[src/rtl/excl_monitor.sv]
`default_nettype none
//==============================================================================
//  Module      : excl_monitor
//  Description : N-channel mutual-exclusion checker. Flags same-sample
//                overlaps and, optionally, re-acquisition by a conflicting
//                channel during a guard window after the owner releases.
//                Keeps a sticky error flag, a saturating violation counter
//                and a capture of the first violating mask.
//  Revision    : 1.0 - initial release
//==============================================================================
module excl_monitor #(
    parameter int N     = 3,    // monitored channels, sig[0] is the primary
    parameter int MODE  = 0,    // 0: primary-vs-rest, 1: pairwise
    parameter int GUARD = 0,    // guarded cycles after release (0..255)
    parameter int CNT_W = 16    // violation counter width
) (
    input  logic             clk,
    input  logic             rst,
    input  logic             en,
    input  logic [N-1:0]     sig,
    input  logic             clr,
    output logic             viol,
    output logic             viol_type,
    output logic [N-1:0]     viol_mask,
    output logic             err_sticky,
    output logic [CNT_W-1:0] viol_cnt,
    output logic             first_valid,
    output logic [N-1:0]     first_mask
);

    // Guard counter width; kept at least one bit so GUARD=0 still elaborates.
    localparam int              GW        = $clog2(GUARD + 1);
    localparam int              GCW       = (GW < 1) ? 1 : GW;
    localparam logic [GCW-1:0]  C_GUARD   = GCW'(GUARD);
    localparam logic [GCW-1:0]  C_G_ONE   = GCW'(1);
    localparam logic [GCW-1:0]  C_G_ZERO  = '0;
    localparam logic [N-1:0]    C_ZERO    = '0;
    localparam logic [N-1:0]    C_ONE     = N'(1);
    localparam logic [CNT_W-1:0] C_CNT_MAX = '1;
    localparam logic [CNT_W-1:0] C_CNT_ONE = CNT_W'(1);

    typedef enum logic [1:0] {
        ST_IDLE  = 2'd0,
        ST_OWNED = 2'd1,
        ST_GUARD = 2'd2
    } state_t;

    // Two channel sets conflict if they may not be active together.
    // Calling it with a==b gives the same-sample overlap test.
    function automatic logic conflict(input logic [N-1:0] a, input logic [N-1:0] b);
        logic [N-1:0] u;
        logic         res;
        u = a | b;
        if (MODE == 0) begin
            res = (a[0] & (|b[N-1:1])) | (b[0] & (|a[N-1:1]));
        end else begin
            // More than one distinct channel across both sets.
            res = (a != C_ZERO) && (b != C_ZERO) && ((u & (u - C_ONE)) != C_ZERO);
        end
        return res;
    endfunction

    // FSM and ownership tracking
    state_t          state_q, state_d;
    logic [N-1:0]    owner_q, owner_d;
    logic [GCW-1:0]  gcnt_q,  gcnt_d;

    // Registered outputs
    logic            viol_q,       viol_d;
    logic            viol_type_q,  viol_type_d;
    logic [N-1:0]    viol_mask_q,  viol_mask_d;
    logic            sticky_q,     sticky_d;
    logic [CNT_W-1:0] cnt_q,       cnt_d;
    logic            fvalid_q,     fvalid_d;
    logic [N-1:0]    fmask_q,      fmask_d;

    // Classification intermediates
    logic            overlap_w;
    logic            guard_w;
    logic [CNT_W-1:0] cnt_base_w;
    logic            fvalid_base_w;
    logic [N-1:0]    fmask_base_w;

    // Classify the current sample: overlap wins over a guard violation.
    always_comb begin
        overlap_w   = 1'b0;
        guard_w     = 1'b0;
        viol_d      = 1'b0;
        viol_type_d = 1'b0;
        viol_mask_d = C_ZERO;
        if (en) begin
            overlap_w = conflict(sig, sig);
            guard_w   = !overlap_w && (GUARD > 0) && (state_q != ST_IDLE)
                        && conflict(sig, owner_q);
            if (overlap_w) begin
                // Every set bit pairs with some other set bit in both modes.
                viol_d      = 1'b1;
                viol_type_d = 1'b0;
                viol_mask_d = sig;
            end else if (guard_w) begin
                viol_d      = 1'b1;
                viol_type_d = 1'b1;
                viol_mask_d = sig | owner_q;
            end
        end
    end

    // Ownership FSM next state: tracks owner and the post-release window.
    always_comb begin
        state_d = state_q;
        owner_d = owner_q;
        gcnt_d  = gcnt_q;
        if (!en || viol_d) begin
            // Disabled or just flagged: restart from a clean IDLE.
            state_d = ST_IDLE;
            owner_d = C_ZERO;
            gcnt_d  = C_G_ZERO;
        end else begin
            case (state_q)
                ST_IDLE: begin
                    if (sig != C_ZERO) begin
                        state_d = ST_OWNED;
                        owner_d = sig;
                    end
                end
                ST_OWNED: begin
                    if (sig != C_ZERO) begin
                        owner_d = sig;
                    end else if (GUARD == 0) begin
                        state_d = ST_IDLE;
                        owner_d = C_ZERO;
                    end else begin
                        // Keep owner_q so the window can test against it.
                        state_d = ST_GUARD;
                        gcnt_d  = C_GUARD;
                    end
                end
                ST_GUARD: begin
                    if (sig == C_ZERO) begin
                        if (gcnt_q == C_G_ONE) begin
                            state_d = ST_IDLE;
                            owner_d = C_ZERO;
                            gcnt_d  = C_G_ZERO;
                        end else begin
                            gcnt_d = gcnt_q - C_G_ONE;
                        end
                    end else begin
                        // Non-conflicting reacquire (conflicts were flagged above).
                        state_d = ST_OWNED;
                        owner_d = sig;
                        gcnt_d  = C_G_ZERO;
                    end
                end
                default: begin
                    state_d = ST_IDLE;
                    owner_d = C_ZERO;
                    gcnt_d  = C_G_ZERO;
                end
            endcase
        end
    end

    // Status next state: clr clears first, a same-cycle violation then applies.
    always_comb begin
        cnt_base_w    = clr ? '0 : cnt_q;
        fvalid_base_w = clr ? 1'b0 : fvalid_q;
        fmask_base_w  = clr ? C_ZERO : fmask_q;

        cnt_d    = cnt_base_w;
        fvalid_d = fvalid_base_w;
        fmask_d  = fmask_base_w;
        sticky_d = clr ? 1'b0 : sticky_q;

        if (viol_d) begin
            sticky_d = 1'b1;
            if (cnt_base_w != C_CNT_MAX) begin
                cnt_d = cnt_base_w + C_CNT_ONE;
            end
            if (!fvalid_base_w) begin
                fvalid_d = 1'b1;
                fmask_d  = viol_mask_d;
            end
        end
    end

    // FSM state registers.
    always_ff @(posedge clk) begin
        if (rst) begin
            state_q <= ST_IDLE;
            owner_q <= C_ZERO;
            gcnt_q  <= C_G_ZERO;
        end else begin
            state_q <= state_d;
            owner_q <= owner_d;
            gcnt_q  <= gcnt_d;
        end
    end

    // Output registers; everything visible one cycle after the sample.
    always_ff @(posedge clk) begin
        if (rst) begin
            viol_q      <= 1'b0;
            viol_type_q <= 1'b0;
            viol_mask_q <= C_ZERO;
            sticky_q    <= 1'b0;
            cnt_q       <= '0;
            fvalid_q    <= 1'b0;
            fmask_q     <= C_ZERO;
        end else begin
            viol_q      <= viol_d;
            viol_type_q <= viol_type_d;
            viol_mask_q <= viol_mask_d;
            sticky_q    <= sticky_d;
            cnt_q       <= cnt_d;
            fvalid_q    <= fvalid_d;
            fmask_q     <= fmask_d;
        end
    end

    assign viol        = viol_q;
    assign viol_type   = viol_type_q;
    assign viol_mask   = viol_mask_q;
    assign err_sticky  = sticky_q;
    assign viol_cnt    = cnt_q;
    assign first_valid = fvalid_q;
    assign first_mask  = fmask_q;

endmodule
`default_nettype wire

[config.mk]
export PLATFORM = sky130hd
export DESIGN_NAME = excl_monitor
export DESIGN_NICKNAME = d
export VERILOG_FILES = /design/src/rtl/excl_monitor.sv
export SDC_FILE = /design/constraint.sdc
export NUM_CORES = 1
export LEC_CHECK = 0
export CELL_PAD_IN_SITES_DETAIL_PLACEMENT = 1
export CELL_PAD_IN_SITES_GLOBAL_PLACEMENT = 1
export CORE_MARGIN = 4
export CORE_UTILIZATION = 38
export CTS_CLUSTER_SIZE = 24
export DETAILED_ROUTE_END_ITERATION = 10
export PLACE_DENSITY_LB_ADDON = 0.1
export SLEW_MARGIN = 0
export SYNTH_ARGS = -nofsm -noshare
export SYNTH_HDL_FRONTEND = slang
export SYNTH_SLANG_ARGS = --single-unit
[constraint.sdc]
create_clock -name clk -period 2.95 [get_ports clk]
set_input_delay 0.295 -clock clk [delete_from_list [all_inputs] [get_ports clk]]
set_output_delay 0.295 -clock clk [all_outputs]
set_load 0.05 [all_outputs]
Word level (Yosys, flattened, before mapping)
Cells that the tools add are included.

word-level totals
  register bits = 25
  input bits = 7
  output and inout bits = 26
  word-level logic and storage cells = 26

operators by class
  add/sub/neg operators = 1
  eq/ne operators = 1
  muxes and demuxes = 15
  bitwise logic cells = 1
  reductions and logical operators = 2

operators with widths
  operator                                                         number
  16-bit 2-to-1 mux                                                3
  16-bit by 1-bit adder with 16-bit output, second input constant  1
  16-bit != test, second input constant                            1
  3-bit 2-to-1 mux                                                 5
  1-bit 2-to-1 mux                                                 7
  2-bit nonzero test                                               1
  2-bit OR reduction                                               1
  1-bit AND                                                        1

Logic depth before layout (Yosys ltp)
Gate-level depths: netlist (run 1).

  word-level depth = 7
  depth in mapped cells = 8
  mapped depth without buffers = 7

Worst setup path after synthesis (run 1)
No wires, ideal clock.

  path kind = register -> register
  start = register cnt_q[0], in the netlist viol_cnt[0]
  end = register cnt_q[12], in the netlist viol_cnt[12]
  library setup time = 0.114 ns
  arrival time = 2.125 ns
  data required time = 2.836 ns
  path slack = 0.711 ns
  cell stages (with the launch flop) = 7
  buffers on the path = 0
  period minus slack after synthesis = 2.239 ns
  cells stage by stage = dfxtp_1 > nor2b_1 > ha_1 > nand4_1 > nor4_2 > nand3_1 > a2111oi_0

on the way
  word-level cells in the longest chain between the ends = 4
  elaborated cells on any way between the ends = 5

ends and longest elaborated chain
  what                                                                        line      source
  start: declaration                                                          73        logic [CNT_W-1:0] cnt_q, cnt_d;
  start signal: assignment                                                    214       cnt_q <= cnt_d;
  16-bit 2-to-1 mux *                                                         165       cnt_base_w = clr ? '0 : cnt_q;
  16-bit by 1-bit adder with 16-bit output or 16-bit != test (tied branches)  177, 176
  16-bit 2-to-1 mux *                                                         176       if (cnt_base_w != C_CNT_MAX) begin
  16-bit 2-to-1 mux *                                                         174       if (viol_d) begin

Mark *: on every way between the ends. The rest lies on a longest branch, timed or not.
A chain may end at the register's enable or synchronous reset.

Final worst setup path (run 1)
  start = register cnt_q[0], in the netlist viol_cnt[0]
  end = register cnt_q[2], in the netlist viol_cnt[2]

The elaborated chain is that of the path after synthesis.

==> results of run 1 <==
## layer usage
metal	routed length, µm	global-route usage, %
met5	0	0
met4	18	3.11
met3	102	4.27
met2	1530	26.9
met1	1460	19.9
## placed cells by master, fill, tap and decap left out, types with 2 or more instances in the layout
master	count
sky130_fd_sc_hd__inv_1	4
sky130_fd_sc_hd__o21ai_0	5
sky130_fd_sc_hd__buf_4	4
sky130_fd_sc_hd__nand2b_1	7
sky130_fd_sc_hd__nand3_1	5
sky130_fd_sc_hd__clkbuf_4	3
sky130_fd_sc_hd__clkdlybuf4s50_1	31
sky130_fd_sc_hd__nor2b_1	12
sky130_fd_sc_hd__or3_1	3
sky130_fd_sc_hd__nor3_1	3
sky130_fd_sc_hd__nand2_1	3
sky130_fd_sc_hd__nor2_1	18
sky130_fd_sc_hd__nand4_1	4
sky130_fd_sc_hd__xnor2_1	8
sky130_fd_sc_hd__o211ai_1	2
sky130_fd_sc_hd__xor2_1	2
sky130_fd_sc_hd__nand4b_1	4
sky130_fd_sc_hd__and3_1	2
sky130_fd_sc_hd__dfxtp_1	24
sky130_fd_sc_hd__mux2i_1	2
sky130_fd_sc_hd__a21oi_1	12
## worst max-delay path: stages, from the launching register on
cell	delay, ns
sky130_fd_sc_hd__dfxtp_1	0.42
sky130_fd_sc_hd__nor2b_1	0.26
sky130_fd_sc_hd__ha_1	0.28
sky130_fd_sc_hd__nand4_1	0.18
sky130_fd_sc_hd__nor2_1	0.42
sky130_fd_sc_hd__a21oi_1	0.25
sky130_fd_sc_hd__and3_1	0.23
sky130_fd_sc_hd__o21a_1	0.16
## cell type report
type	count	area share, %
Inverter	4	0.906
Timing Repair Buffer	35	20.5
Clock inverter	1	1.81
Multi-Input combinational cell	107	43.1
Sequential cell	24	29.0
Clock buffer	3	1.36
Tap cell	44	3.32
## worst paths after layout
kind	from	to	slack, ns	depth (start not counted)
min reg2reg	err_sticky	err_sticky	0.49	2
max	viol_cnt[0]	viol_cnt[2]	0.67	7
min	err_sticky	err_sticky	0.49	2
max reg2reg	viol_cnt[0]	viol_cnt[2]	0.67	7
## through the flow
| step | instance area [µm²] | worst slack (ns) |
|---|---|---|
| global route | 1660 | 0.469 |
| finish | 1660 | 0.671 |
| floorplan | 1240 | 0.711 |
| CTS | 1660 | 0.682 |
| global placement | 1600 | 0.515 |
| detailed placement | 1600 | 0.366 |
## logic make-up (layout without fill, tap and decap cells)
| logic type | count (synthesis) | after routing | share of synthesized area [%] |
|---|---|---|---|
| other | 1 | 1 | 0.303 |
| adder cells (fa/ha/maj) | 1 | 1 | 1.01 |
| AND/OR/NAND/NOR | 67 | 67 | 33.0 |
| XOR/XNOR | 10 | 10 | 7.07 |
| buffers and inverters | 10 | 43 | 3.64 |
| AO/OA/AOI/OAI | 26 | 26 | 14.5 |
| flip-flops | 24 | 24 | 38.8 |
| multiplexers | 2 | 2 | 1.62 |
## state kept, by name, summed over array words and instances (netlist names)
name,flops
err_sticky,1
first_mask,3
first_valid,1
viol,1
viol_cnt,16
viol_mask,2
## power groups by stage
stage          registers (mW)  logic (mW)  clock network (mW)
2_1_floorplan           0.357      0.0277                   0
3_3_place_gp            0.339      0.0739                   0
3_5_place_dp            0.340      0.0745                   0
4_1_cts                 0.333      0.0750               0.251
5_1_grt                 0.334      0.0797               0.264
6_report                0.333      0.0744               0.242
==> implementation parameters, run 1 <==
Parameter                              Value

Logic synthesis
  Post-synthesis async set-or-reset flop share    0%
  Share of the synthesized area in the top cell type    38.8%
  Top cell type by total area after synthesis    sky130_fd_sc_hd__dfxtp_1
  Number of synthesized flops with an enable pin    0
  Mapped Avg Cell Area    8.79 µm²
  Register bit total from synthesis    24
  Most instantiated flip-flop cell in the synthesis netlist    sky130_fd_sc_hd__dfxtp_1
  Netlist area before placement    1240 µm²
  Yosys warning total    0
  Top cells by instance count after synthesis    sky130_fd_sc_hd__dfxtp_1 (24), sky130_fd_sc_hd__nor2_1 (18), sky130_fd_sc_hd__a21oi_1 (12), sky130_fd_sc_hd__nor2b_1 (12), sky130_fd_sc_hd__xnor2_1 (8)
  Most repeated cell in the gate-level netlist after synthesis    sky130_fd_sc_hd__dfxtp_1
  Syn Inst Count    approximately 140
  Net Count, Synth    149
  Library cells used by synthesis    35
  Sequential area share after synthesis    38.8%
  Cell types occupying the most area after synthesis    sky130_fd_sc_hd__dfxtp_1 (39%), sky130_fd_sc_hd__nor2b_1 (6.1%), sky130_fd_sc_hd__xnor2_1 (5.7%), sky130_fd_sc_hd__nor2_1 (5.5%), sky130_fd_sc_hd__a21oi_1 (4.8%)

Cells and area
  Filler cell count in the final layout    383
  Post-synthesis to final-layout area growth    33.7%
  Post-Route Utilization    53.8%
  Layout Nets    183
  Share of cells above drive strength 1    approximately 8.0%
  Sequential cell area    480 µm²
  Layout Cells excl Fill    between 200 and 250
  Multi-input gate area in the final layout    713 µm²
  Count of inserted antenna diode cells    0

Clock network
  Post-cts hold buffer count    0
  Level count of the clock H-tree    1
  Clk sinks    24
  Post-cts sizing count    0
  Clk slew on worst S/H paths    0.15 ns
  Number of buffers inserted by post-CTS setup repair    0
  Maximum buffer depth of the clock tree    2
  Clock latency of the later-clocked register in the worst-skew pair    0.33 ns
  Clock buffers created by TritonCTS    3
  Clk Tree Root Cell    sky130_fd_sc_hd__clkbuf_4
  Clock tree from TritonCTS    built

STA
  Shortest period the worst path allows    around 2.3 ns
  Largest clock skew in the final design    roughly 0.014 ns
  Worst relative slew slack    55.0%
  Total count of hold-check failures in the final report    0
  Transition at the pin with the smallest max-transition slack    0.673 ns
  Summed negative setup slack over all endpoints    0 ns
  Unrepaired setup endpoints after global routing    false
  Final clock period utilization by the worst path    77.3%
  Count of pins over their slew limit    0
  # setup viols final    0
  Final hold slack    0.486 ns
  Max Freq    439 MHz

Worst setup path
  Kind of critical path    reg2reg
  Worst EP arrival    2.51 ns
  Worst EP required    3.18 ns
  Worst Setup Start Kind    flop
  Endpoint type of the worst setup path    flop
  Largest fanout on the critical path    6

Pwr
  NetSw    0.156 mW
  Power density relative to cell area    392 nW/µm²
  Fraction of power consumed by combinational cells    between 10% and 20%
  Relative contribution of sequential cells to total power    51.2%
  Internal portion of total power    0.494 mW
  Sum of internal, switching and leakage power    0.649 mW
  Pleak    0.587 nW
  VDD IR-drop max    0.282 mV
  Clk network pwr share    37.3%
  Switch share    24.0%

Worst hold path
  Type of the worst min-delay path    reg2reg

GRT
  Overflow left after global routing    0
  Antenna violations before repair    0
  Pin count of the biggest net entering global routing    26
  Global-route wire length before repair    5310 µm
  Tot GR Track Use    15.7%
  Via count of the first global-routing pass    1161

Drt
  Pre-Repair DR Iteration Count    4
  Final routed DRC violation total    0
  Initial drt markers    47
  Total wire length after detailed routing    3120 µm
  Average wire length per cell after detail routing    around 14 µm
  ANT nets after route    0
  Number of vias in the routed layout    1146
  Vias per cell    5.26

Floorplanning
  Top-level port count    33
  Die area    between 4000 and 5000 µm²
  Number of placement rows    20
  Vertical die dimension    65.1 µm
  Initial core utilization    40.2%
  Die span in x    65.1 µm
  Core footprint    3080 µm²

Placed design
  Placed Cells incl. Taps    about 210
  Final Wtd Congestion    around 0.88
  Post-detail-place hpwl    2360 µm
  Count of input and output buffers    31

Run status
  Result of the run    complete, no violations

Run
  Number of max-cap violations    0
Power figures use the tool's default switching activity.
==> inputs of run 2 (changes only) <==
--- a/config.mk
+++ b/config.mk
@@ -8,7 +8,7 @@
 export CELL_PAD_IN_SITES_DETAIL_PLACEMENT = 1
 export CELL_PAD_IN_SITES_GLOBAL_PLACEMENT = 1
 export CORE_MARGIN = 4
-export CORE_UTILIZATION = 38
+export CORE_UTILIZATION = 35
 export CTS_CLUSTER_SIZE = 24
 export DETAILED_ROUTE_END_ITERATION = 10
 export PLACE_DENSITY_LB_ADDON = 0.1
==> constraint.sdc (replaced) <==
create_clock -name clk -period 2.3 [get_ports clk]
set_input_delay 0.23 -clock clk [delete_from_list [all_inputs] [get_ports clk]]
set_output_delay 0.23 -clock clk [all_outputs]
set_load 0.05 [all_outputs]
==> implementation parameters, run 2 (same netlist as run 1, synthesis figures left out) <==
Parameter                              Value

Run status
  Result of the run    complete, no violations (unchanged)

STA
  Total count of hold-check failures in the final report    0 (unchanged)
  Count of pins over their slew limit    0 (unchanged)
  Unrepaired setup endpoints after global routing    false (unchanged)
  Shortest period the worst path allows    2.07 ns
  Final clock period utilization by the worst path    approximately 90%
  Max Freq    483 MHz
  Largest clock skew in the final design    0.00569 ns (was 0.0139 ns)
  Transition at the pin with the smallest max-transition slack    0.512 ns (was 0.673 ns)
  Worst relative slew slack    65.7% (was 55.0%)
  # setup viols final    0 (unchanged)
  PnR worst setup slack    0.229 ns (was 0.671 ns)

Worst setup path
  Kind of cell adding the most delay to the critical path    simple AND/OR/NAND/NOR gates (unchanged)
  Crit path cell chain    clkdlybuf4s50_1, nor2b_1, ha_1, nand4_1, nor4_2, nand3_1, a2111oi_1 (was nor2b_1, ha_1, nand4_1, nor2_1, a21oi_1, and3_1, o21a_1)
  Endpoint type of the worst setup path    flop (unchanged)
  Worst EP arrival    2.28 ns (was 2.51 ns)
  CP max stage cell    sky130_fd_sc_hd__clkdlybuf4s50_1 (was sky130_fd_sc_hd__dfxtp_1)
  Kind of critical path    in2reg (was reg2reg)
  Largest incremental delay on the critical path    0.50 ns (was 0.42 ns)
  Number of cells on the critical path    7 (unchanged)
  Worst EP required    2.51 ns (was 3.18 ns)
  Length in cells of the worst reg-to-reg path    6 (was 7)
  Worst path bufs/invs    1 (was 0)
  Largest fanout on the critical path    6 (unchanged)
  Worst Setup Start Kind    input port (was flop)

Pwr
  Internal portion of total power    0.637 mW (was 0.494 mW)
  Relative contribution of sequential cells to total power    50.9% (was 51.2%)
  Clk network pwr share    36.9% (was 37.3%)
  Pleak    0.638 nW (was 0.587 nW)
  VDD IR-drop max    0.316 mV (was 0.282 mV)
  Power density relative to cell area    482 nW/µm² (was 392 nW/µm²)
  Switch share    23.8% (was 24.0%)
  NetSw    0.199 mW (was 0.156 mW)
  Fraction of power consumed by combinational cells    12.1% (was 11.5%)

Floorplanning
  Core footprint    3390 µm² (was 3080 µm²)
  Top-level port count    33 (unchanged)
  Die span in x    67.5 µm (was 65.1 µm)
  Vertical die dimension    67.5 µm (was 65.1 µm)
  Initial core utilization    36.5% (was 40.2%)
  Die area    4550 µm² (was 4240 µm²)
  Number of placement rows    21 (was 20)

GRT
  Global-route wire length before repair    5840 µm (was 5310 µm)
  Via count of the first global-routing pass    1267 (was 1161)
  Antenna violations before repair    0 (unchanged)
  Pin count of the biggest net entering global routing    17 (was 26)
  Tot GR Track Use    16.9% (was 15.7%)
  Overflow left after global routing    0 (unchanged)

Cells and area
  Post-synthesis to final-layout area growth    40.1% (was 33.7%)
  Layout Nets    193 (was 183)
  Commonest cells after routing, fill and taps aside    sky130_fd_sc_hd__clkdlybuf4s50_1 (31), sky130_fd_sc_hd__dfxtp_1 (24), sky130_fd_sc_hd__nor2_1 (18) (unchanged)
  Filler cell count in the final layout    401 (was 383)
  Post-Route Utilization    51.2% (was 53.8%)
  Max reg flops    16 (unchanged)
  Count of inserted antenna diode cells    0 (unchanged)
  Post-layout instance area    1740 µm² (was 1660 µm²)
  Share of cells above drive strength 1    13.0% (was 8.05%)
  Most common cell after layout, fill and taps aside    sky130_fd_sc_hd__clkdlybuf4s50_1 (unchanged)

Clock network
  Post-cts sizing count    0 (unchanged)
  Level count of the clock H-tree    1 (unchanged)
  Number of buffers inserted by post-CTS setup repair    0 (unchanged)
  Clk sinks    24 (unchanged)
  Post-cts hold buffer count    0 (unchanged)
  Clk Tree Root Cell    sky130_fd_sc_hd__clkbuf_4 (unchanged)
  Maximum buffer depth of the clock tree    2 (unchanged)
  Clock buffers created by TritonCTS    3 (unchanged)
  Clock latency of the later-clocked register in the worst-skew pair    0.32 ns (was 0.33 ns)
  Clk slew on worst S/H paths    0.14 ns (was 0.15 ns)
  Clock tree from TritonCTS    built (unchanged)

Placed design
  Post-detailed-placement cell area    1680 µm² (was 1600 µm²)
  Final Wtd Congestion    0.808 (was 0.879)
  Post-detail-place hpwl    2720 µm (was 2360 µm)
  Dpl ws    -0.167 ns (was 0.366 ns)
  Count of input and output buffers    31 (unchanged)

Drt
  Total wire length after detailed routing    3400 µm (was 3120 µm)
  Vias per cell    4.97 (was 5.26)
  ANT nets after route    0 (unchanged)
  Initial drt markers    37 (was 47)
  Average wire length per cell after detail routing    14.8 µm (was 14.3 µm)
  Number of vias in the routed layout    1144 (was 1146)
  Pre-Repair DR Iteration Count    4 (unchanged)
  Final routed DRC violation total    0 (unchanged)

Run
  Number of max-cap violations    0 (unchanged)

Worst hold path
  Hold Path Depth    2 (unchanged)
  Type of the worst min-delay path    reg2reg (unchanged)
-- run 2: cell types whose count changed in the layout (fill, tap and decap cells not counted) --
cell / previous run / this run
sky130_fd_sc_hd__a2111oi_0: 1 / 0
sky130_fd_sc_hd__a2111oi_1: 0 / 1
sky130_fd_sc_hd__buf_4: 4 / 14
-- run 2: worst register-to-register path, delay by kind of cell, from the launching register on --
family          cells  cell delay (ns)
compound gates      1             0.42
fa+ha+maj           1             0.21
flops               1             0.39
simple gates        4             0.91
-- run 2: layout make-up --
| type | count | area, µm² | area share (%) |
|---|---|---|---|
| well taps | 46 | 57.6 | 3.32 |
| flip-flops and latches | 24 | 480 | 27.7 |
| repair buffers | 45 | 415 | 23.9 |
| inverters | 4 | 15.0 | 0.865 |
| clock inverters | 1 | 30.0 | 1.73 |
| clock buffers | 3 | 22.5 | 1.30 |
| multi-input cells | 107 | 714 | 41.2 |
-- run 2: power by group through the flow --
| stage | combinational, mW | sequential, mW | clock [mW] |
|---|---|---|---|
| finish | 0.102 | 0.426 | 0.309 |
| global route | 0.108 | 0.427 | 0.331 |
| CTS | 0.103 | 0.426 | 0.316 |
| detailed placement | 0.102 | 0.435 | 0 |
| global placement | 0.100 | 0.435 | 0 |
| floorplan | 0.0355 | 0.458 | 0 |
-- run 2: routing by layer --
metal / vias to the layer above / routed length [µm] / global-route usage [%]
li1: 581 / - / -
met1: 537 / 1560 / 19.7
met2: 22 / 1700 / 31.0
met3: 4 / 111 / 2.33
met4: 0 / 36 / 6.08
met5: - / 0 / 0
-- run 2: through the flow --
stage	setup TNS (ns)	instances	power, mW	hold slack (ns)
2_1_floorplan	0	141	0.494	0.307
6_report	0	230	0.837	0.499
5_1_grt	0	230	0.867	0.540
3_3_place_gp	0	226	0.535	0.469
4_1_cts	0	230	0.846	0.509
3_5_place_dp	-0.184	226	0.538	0.490
-- run 2: worst paths after layout --
| kind | startpoint | to | slack [ns] |
|---|---|---|---|
| worst max-delay path | clr | viol_cnt[12] | 0.23 |
| worst min-delay path | err_sticky | err_sticky | 0.50 |
| worst max register to register | viol_cnt[1] | viol_cnt[12] | 0.26 |
| worst min register to register | err_sticky | err_sticky | 0.50 |
